$ cat src/rtl/discrete_sched_pkg.sv
// Shared types and widths for the discrete range scheduler.
// Skip-mask support is enabled by DISCRETE_SCHED_SKIP_MASK_EN.
package discrete_sched_pkg;

  localparam int DEF_INDEX_W = 2;
  localparam int DEF_VALUE_W = 8;
  localparam int LAT_CNT_W   = 4;

  typedef enum logic [2:0] {
    ST_IDLE,
    ST_ISSUE,
    ST_WAIT,
    ST_PRESENT,
    ST_DONE
  } state_t;

endpackage

$ cat src/rtl/discrete_next_index.sv
// Finds the next unskipped index above k and the lowest unskipped index.
// Used only when DISCRETE_SCHED_SKIP_MASK_EN is defined.
module discrete_next_index
  import discrete_sched_pkg::*;
#(
  parameter int NUM_VARS = 4,
  parameter int INDEX_W  = DEF_INDEX_W
) (
  input  logic [NUM_VARS-1:0] i_mask,
  input  logic [INDEX_W-1:0]  i_k,
  output logic [INDEX_W-1:0]  o_next,
  output logic                o_none,
  output logic [INDEX_W-1:0]  o_lowest
);

  // Scan downward so the last hit is the smallest qualifying index.
  always_comb begin
    o_next   = '0;
    o_none   = 1'b1;
    o_lowest = '0;
    for (int i = NUM_VARS - 1; i >= 0; i--) begin
      if (!i_mask[i] && (INDEX_W'(i) > i_k)) begin
        o_next = INDEX_W'(i);
        o_none = 1'b0;
      end
      if (!i_mask[i]) o_lowest = INDEX_W'(i);
    end
  end

endmodule

$ cat src/rtl/discrete_range_scheduler.sv
// Sweeps discrete variables through the range randomizer, one range per handshake.
// Optional skip mask: define DISCRETE_SCHED_SKIP_MASK_EN.
module discrete_range_scheduler
  import discrete_sched_pkg::*;
#(
  parameter int NUM_VARS     = 4,
  parameter int INDEX_W      = DEF_INDEX_W,
  parameter int VALUE_W      = DEF_VALUE_W,
  parameter int RAND_LATENCY = 1
) (
  input  logic                in_clock,
  input  logic                in_reset,
  input  logic                in_start,
  input  logic                in_abort,
`ifdef DISCRETE_SCHED_SKIP_MASK_EN
  input  logic [NUM_VARS-1:0] in_skip_mask,
`endif
  output logic                out_rand_enable,
  output logic [INDEX_W-1:0]  out_rand_index,
  input  logic [VALUE_W-1:0]  in_rand_start,
  input  logic [VALUE_W-1:0]  in_rand_end,
  input  logic                in_rand_equal,
  output logic                out_valid,
  input  logic                in_ready,
  output logic [INDEX_W-1:0]  out_var_index,
  output logic [VALUE_W-1:0]  out_range_start,
  output logic [VALUE_W-1:0]  out_range_end,
  output logic                out_range_equal,
  output logic                out_busy,
  output logic                out_done
);

  state_t               r_state;
  state_t               w_state_nxt;
  logic [INDEX_W-1:0]   r_k;
  logic [INDEX_W-1:0]   w_k_nxt;
  logic [LAT_CNT_W-1:0] r_cnt;
  logic [LAT_CNT_W-1:0] w_cnt_nxt;
  logic                 w_capture;
  logic [INDEX_W-1:0]   r_var_idx;
  logic [VALUE_W-1:0]   r_start;
  logic [VALUE_W-1:0]   r_end;
  logic                 r_equal;
  logic [INDEX_W-1:0]   w_next_idx;
  logic [INDEX_W-1:0]   w_lowest;
  logic                 w_last;
  logic                 w_all_skip;

`ifdef DISCRETE_SCHED_SKIP_MASK_EN
  logic [NUM_VARS-1:0] r_mask;
  logic [NUM_VARS-1:0] w_mask;

  // In IDLE the live mask picks the first index; afterwards the latched one.
  assign w_mask     = (r_state == ST_IDLE) ? in_skip_mask : r_mask;
  assign w_all_skip = &in_skip_mask;

  discrete_next_index #(
    .NUM_VARS (NUM_VARS),
    .INDEX_W  (INDEX_W)
  ) u_next_index (
    .i_mask   (w_mask),
    .i_k      (r_k),
    .o_next   (w_next_idx),
    .o_none   (w_last),
    .o_lowest (w_lowest)
  );

  always_ff @(posedge in_clock or negedge in_reset) begin
    if (!in_reset) begin
      r_mask <= '0;
    end else if (r_state == ST_IDLE && in_start && !in_abort) begin
      r_mask <= in_skip_mask;
    end
  end
`else
  assign w_next_idx = r_k + INDEX_W'(1);
  assign w_last     = (r_k == INDEX_W'(NUM_VARS - 1));
  assign w_lowest   = '0;
  assign w_all_skip = 1'b0;
`endif

  always_comb begin
    w_state_nxt = r_state;
    w_k_nxt     = r_k;
    w_cnt_nxt   = r_cnt;
    w_capture   = 1'b0;
    unique case (r_state)
      ST_IDLE: begin
        if (in_start) begin
          if (w_all_skip) begin
            w_state_nxt = ST_DONE;
          end else begin
            w_state_nxt = ST_ISSUE;
            w_k_nxt     = w_lowest;
          end
        end
      end
      ST_ISSUE: begin
        w_state_nxt = ST_WAIT;
        w_cnt_nxt   = LAT_CNT_W'(RAND_LATENCY - 1);
      end
      ST_WAIT: begin
        if (r_cnt == '0) begin
          w_capture   = 1'b1;
          w_state_nxt = ST_PRESENT;
        end else begin
          w_cnt_nxt = r_cnt - LAT_CNT_W'(1);
        end
      end
      ST_PRESENT: begin
        if (in_ready) begin
          if (w_last) begin
            w_state_nxt = ST_DONE;
          end else begin
            w_state_nxt = ST_ISSUE;
            w_k_nxt     = w_next_idx;
          end
        end
      end
      ST_DONE: w_state_nxt = ST_IDLE;
      default: w_state_nxt = ST_IDLE;
    endcase
    // Abort overrides everything, including a same-cycle handshake.
    if (in_abort) begin
      w_state_nxt = ST_IDLE;
      w_k_nxt     = r_k;
      w_cnt_nxt   = r_cnt;
      w_capture   = 1'b0;
    end
  end

  always_ff @(posedge in_clock or negedge in_reset) begin
    if (!in_reset) begin
      r_state   <= ST_IDLE;
      r_k       <= '0;
      r_cnt     <= '0;
      r_var_idx <= '0;
      r_start   <= '0;
      r_end     <= '0;
      r_equal   <= 1'b0;
    end else begin
      r_state <= w_state_nxt;
      r_k     <= w_k_nxt;
      r_cnt   <= w_cnt_nxt;
      if (w_capture) begin
        r_var_idx <= r_k;
        r_start   <= in_rand_start;
        r_end     <= in_rand_end;
        r_equal   <= in_rand_equal;
      end
    end
  end

  assign out_rand_enable = (r_state == ST_ISSUE) && !in_abort;
  assign out_rand_index  = r_k;
  assign out_valid       = (r_state == ST_PRESENT) && !in_abort;
  assign out_var_index   = r_var_idx;
  assign out_range_start = r_start;
  assign out_range_end   = r_end;
  assign out_range_equal = r_equal;
  assign out_busy        = (r_state != ST_IDLE);
  assign out_done        = (r_state == ST_DONE) && !in_abort;

endmodule

$ cat config.mk
export PLATFORM = sky130hd
export DESIGN_NAME = discrete_range_scheduler
export DESIGN_NICKNAME = d
export VERILOG_FILES = /design/src/rtl/discrete_sched_pkg.sv /design/src/rtl/discrete_next_index.sv /design/src/rtl/discrete_range_scheduler.sv
export SDC_FILE = /design/constraint.sdc
export NUM_CORES = 1
export LEC_CHECK = 0
export ABC_AREA = 1
export ABC_CLOCK_PERIOD_IN_PS = 4100
export BUFFER_PORTS_ARGS = -buffer_cell sky130_fd_sc_hd__buf_2
export CORE_MARGIN = 4
export CORE_UTILIZATION = 45
export DETAILED_ROUTE_END_ITERATION = 10
export GPL_TIMING_DRIVEN = 0
export PLACE_DENSITY = 0.69
export SLEW_MARGIN = 20
export SYNTH_ARGS = -nofsm -noshare
export SYNTH_HDL_FRONTEND = slang
export SYNTH_SLANG_ARGS = --single-unit
$ cat constraint.sdc
create_clock -name in_clock -period 4.1 [get_ports in_clock]
set_clock_uncertainty 0.2 [all_clocks]
set_input_delay 0.41 -clock in_clock [delete_from_list [all_inputs] [get_ports in_clock]]
set_output_delay 0.41 -clock in_clock [all_outputs]
set_load 0.005 [all_outputs]
=== Word level (Yosys, flattened, before mapping) ===
Index checks and enable logic that the tools add are counted.

* Register bits after elaboration: 28
* Input port bits: 22
* Output and inout bits: 25
* Word-level logic and storage cells: 49

* Add/subtract/negate cells: 2
* Equal/unequal tests: 12
* Muxes and demuxes: 15
* Bitwise gates (word level): 1
* Reduce and logical (&&, ||, !) cells: 12

{| class="wikitable"
|+ Operators with widths
! cell !! number
|-
| $mux W3 || 5
|-
| $pmux W3 S4 || 1
|-
| $ne A3 B3 Y1 const B || 3
|-
| $ne A2 B2 Y1 const B || 4
|-
| $pmux W4 S2 || 1
|-
| $eq A3 B2 Y1 const B || 2
|-
| $mux W2 || 3
|-
| $reduce_and A3 Y1 || 2
|-
| $reduce_and A5 Y1 || 1
|-
| $logic_not A4 Y1 || 1
|-
| $mux W4 || 1
|-
| $pmux W2 S2 || 1
|-
| $reduce_bool A2 Y1 || 2
|-
| $sub A4 B1 Y4 const B || 1
|-
| $eq A3 B1 Y1 const B || 1
|-
| $eq A3 B3 Y1 const B || 1
|-
| $logic_and A1 B1 Y1 || 3
|-
| $logic_not A3 Y1 || 1
|-
| $mux W1 || 3
|-
| $reduce_bool A3 Y1 || 1
|-
| $add A2 B1 Y2 const B || 1
|-
| $eq A2 B2 Y1 const B || 1
|-
| $logic_not A1 Y1 || 1
|-
| $not A1 Y1 || 1
|}

=== Logic depth before layout (Yosys ltp) ===
* Word-level depth: 5
* Gate-level depth with buffers: 10
* Depth with buffers taken out: 9

=== Least setup slack after synthesis ===
OpenSTA, ideal clock, no wires.

* Path kind: input-to-output
* From: input in_abort
* To: output out_rand_enable
* Arrival time: 0.998 ns
* Required time: 3.490 ns
* Setup slack: 2.492 ns
* Cell stages on the path: 4
* Buffers on the path: 1
* Path through: clkinv_1 > clkbuf_1 > nand4_1 > inv_1

* Word-level cells in the longest chain between the ends: 2

{| class="wikitable"
|+ RTL lines
! what !! line !! RTL
|-
| from (decl) || discrete_range_scheduler.sv:14 || <nowiki>input logic in_abort,</nowiki>
|-
| $logic_not A1 Y1 || discrete_range_scheduler.sv:154 || <nowiki>assign out_rand_enable = (r_state == ST_ISSUE) && !in_abort;</nowiki>
|-
| $logic_and A1 B1 Y1 || discrete_range_scheduler.sv:154 ||
|-
| to (decl) || discrete_range_scheduler.sv:18 || <nowiki>output logic out_rand_enable,</nowiki>
|}

Every way passes these cells.

=== Worst setup path in the final report ===
Ends and elaborated chain as after synthesis.

==> results.cfg <==
[drt]
totalWireLength_um = 2920
drtPass1Iterations = 4
routed-via-count = 1275
wire_per_inst_um = 11.2
detailedRoute.firstIterationViolations = 35
drc = 0
drt-vias-per-instance = 4.90
antenna_violating_nets_post_route = 0

[sta]
worst_pin_slew_ps = 599
post-route-period-util_pct = 48.6
achievable-frequency_ghz = 0.502
timing.slew.headroom_pct = 60.1
hold_viol_final = 0
period_minus_slack_ps = 1990
tns_ps = 0
rsz0062_at_grt = false
holdWs_ps = 105
slew_viol_final = 0
setup_viol = 0

[logic_synthesis]
synth-seq-cells = 28
synth_area_per_cell_um2 = 7.84
synthCells = 178
yosysWarningCount = 0
post_synth_instance_area_um2 = 1400
mappedNetlistNets = 203
ys_seq_area_share_pct = 50.2
synth.lib_cells_used.distinct = 24

[setup_path]
timing.reg2reg.worst_path_depth = 10
critical_path_arrival_ps = 1380
required_ps = 3490
worstSetupStartpointType = input pin
timing.critical_path.to_type = output port
critical_path_maximum_fanout = 10
timing_worst_setup_path_type = in -> out

[clock_network]
worstSkewPairLatency_ps = 320
ctsHtreeMaxLevel = 1
cts_inserted_buffers = 3
cts.sink_count = 28
clock-root-buffer = sky130_fd_sc_hd__clkbuf_4
clockBufferDepth = 2
clock_pin_slew_on_the_worst_setup_and_hold_paths_ps = 150
cts_setup_buffers = 0
cts_tree = yes

[die]
die_width_um = 63.7
placeableCoreArea_um2 = 2850
die_height_um = 63.7
io-pin-count = 47
core.rowCount = 19
fp.dieArea_um2 = 4060
initial_core_util_pct = 48.9

[power_and_ir_drop]
p_leak_nw = 1.03
finalPower_mw = 0.949
power_density_normalized_to_cell_area_nw_per_um2 = 549
vdd.ir_drop.worst_v = 0.000279

[finish]
layout_commonest_cell = sky130_fd_sc_hd__nand2_1
register_area_um2 = 701
num_antenna_cells = 0
multi_input_comb_area_um2 = 596
fill_cells = 269
finish.net_count = 255
final_util_pct = 60.6
synthToLayoutAreaGrowth_pct = 23.7
final_cell_mix = sky130_fd_sc_hd__nand2_1 (72), sky130_fd_sc_hd__buf_2 (46), sky130_fd_sc_hd__nand3_1 (28), sky130_fd_sc_hd__dfrtp_1 (28), sky130_fd_sc_hd__nor2_1 (13)
finished_cell_area_um2 = 1730
drive_above_1_share_pct = 27.9

[global_route]
number_of_antenna_violations_at_the_first_check_in_global_routing = 0
globalRouteOverflowTotal = 0
maximum_number_of_pins_on_one_net_before_global_route_repair = 29
grt_util_all_layers_pct = 15.4
grt_pass1_vias = 1173
global_route_wire_length_before_repair_um = 5120

[worst_hold_path]
min_path_cells = 3
min_path_type = in -> reg

[place]
dp.final_hpwl_um = 2280
post_dp_cell_area_um2 = 1670
portBuffers = 46
gp_congestion = 0.774

[job]
max-cap-violations = 0

[run_status]
run_status = complete, no violations
what timing repair did:
action	4_1_cts	5_1_grt
endpoints found under the hold margin	28	0
hold buffers	1	0
gates resized for setup	0	0
critical path, cell delays in order:
cell                       delay (ps)
sky130_fd_sc_hd__buf_2            120
sky130_fd_sc_hd__clkinv_1         160
sky130_fd_sc_hd__clkbuf_1         380
sky130_fd_sc_hd__nand4_1          130
sky130_fd_sc_hd__inv_1             70
sky130_fd_sc_hd__buf_2            110
final timing paths:
| path | endpoint | start | slack [ps] |
|---|---|---|---|
| setup / recovery | out_rand_enable | in_abort | 2110 |
| hold / removal | out_range_equal | in_rand_equal | 100 |
| setup reg to reg | out_var_index[0] | r_cnt[0] | 2380 |
| hold reg to reg | out_range_equal | out_range_equal | 290 |
| max in group asynchronous | r_state[1] | in_reset | 2890 |
| min in group asynchronous | out_var_index[1] | in_reset | 410 |
metrics by stage:
step | cells | setup WS (ps)
2_1_floorplan | 178 | 2490
3_3_place_gp | 255 | 2100
3_5_place_dp | 255 | 2070
4_1_cts | 260 | 2100
5_1_grt | 260 | 2010
6_report | 260 | 2110
state kept, by name, summed over array words and instances, names as in the netlist:
signal / flops
out_range_start: 8
out_range_equal: 1
r_cnt: 4
out_var_index: 2
out_rand_index: 2
r_state: 3
out_range_end: 8
where the power goes:
group / internal, mW / total [mW] / switching [mW]
Sequential: 0.373 / 0.430 / 0.0571
Clock: 0.0988 / 0.178 / 0.0788
Combinational: 0.154 / 0.341 / 0.187
cells by family (layout without fill, tap and decap cells):
| kind of cell | after synthesis | after routing | synth area share (%) |
|---|---|---|---|
| adder cells (fa/ha/maj) | 3 | 3 | 2.69 |
| buffers and inverters | 21 | 72 | 7.17 |
| flip-flops | 28 | 28 | 50.2 |
| AND/OR/NAND/NOR | 122 | 122 | 38.1 |
| AO/OA/AOI/OAI | 3 | 3 | 1.25 |
| XOR/XNOR | 1 | 1 | 0.627 |
final cells by class:
class | instances | share of cell area [%]
Clock inverter | 1 | 1.74
Buffer | 6 | 2.39
Sequential cell | 28 | 40.6
Inverter | 15 | 3.40
Timing Repair Buffer | 47 | 13.9
Tap cell | 31 | 2.24
Clock buffer | 3 | 1.30
Multi-Input combinational cell | 129 | 34.5
cells in the mapped netlist, drive strengths merged:
cell type | count | share of area, %
nor4 | 1 | 0.45
nor2 | 15 | 4.4
buf | 4 | 2.4
nand4 | 1 | 0.45
clkbuf | 2 | 0.54
ha | 3 | 2.7
nand3b | 1 | 0.54
xnor2 | 1 | 0.63
nand2 | 74 | 21
clkinv | 1 | 0.27
o21bai | 1 | 0.54
dfrtp | 28 | 50
nand3 | 29 | 11
inv | 14 | 3.9
nor3 | 1 | 0.36
o21ai | 2 | 0.72
per-layer routing:
| layer | vias up | global-route usage [%] | part of all wire, % | routed length, um |
|---|---|---|---|---|
| met4 | 0 | 4.85 | 0.48 | 14 |
| li1 | 665 | - | - | - |
| met1 | 578 | 19.3 | 45 | 1300 |
| met5 | - | 0 | 0 | 0 |
| met2 | 30 | 26.7 | 50 | 1450 |
| met3 | 2 | 3.02 | 5.3 | 156 |
(Power assumes the default switching activity.)
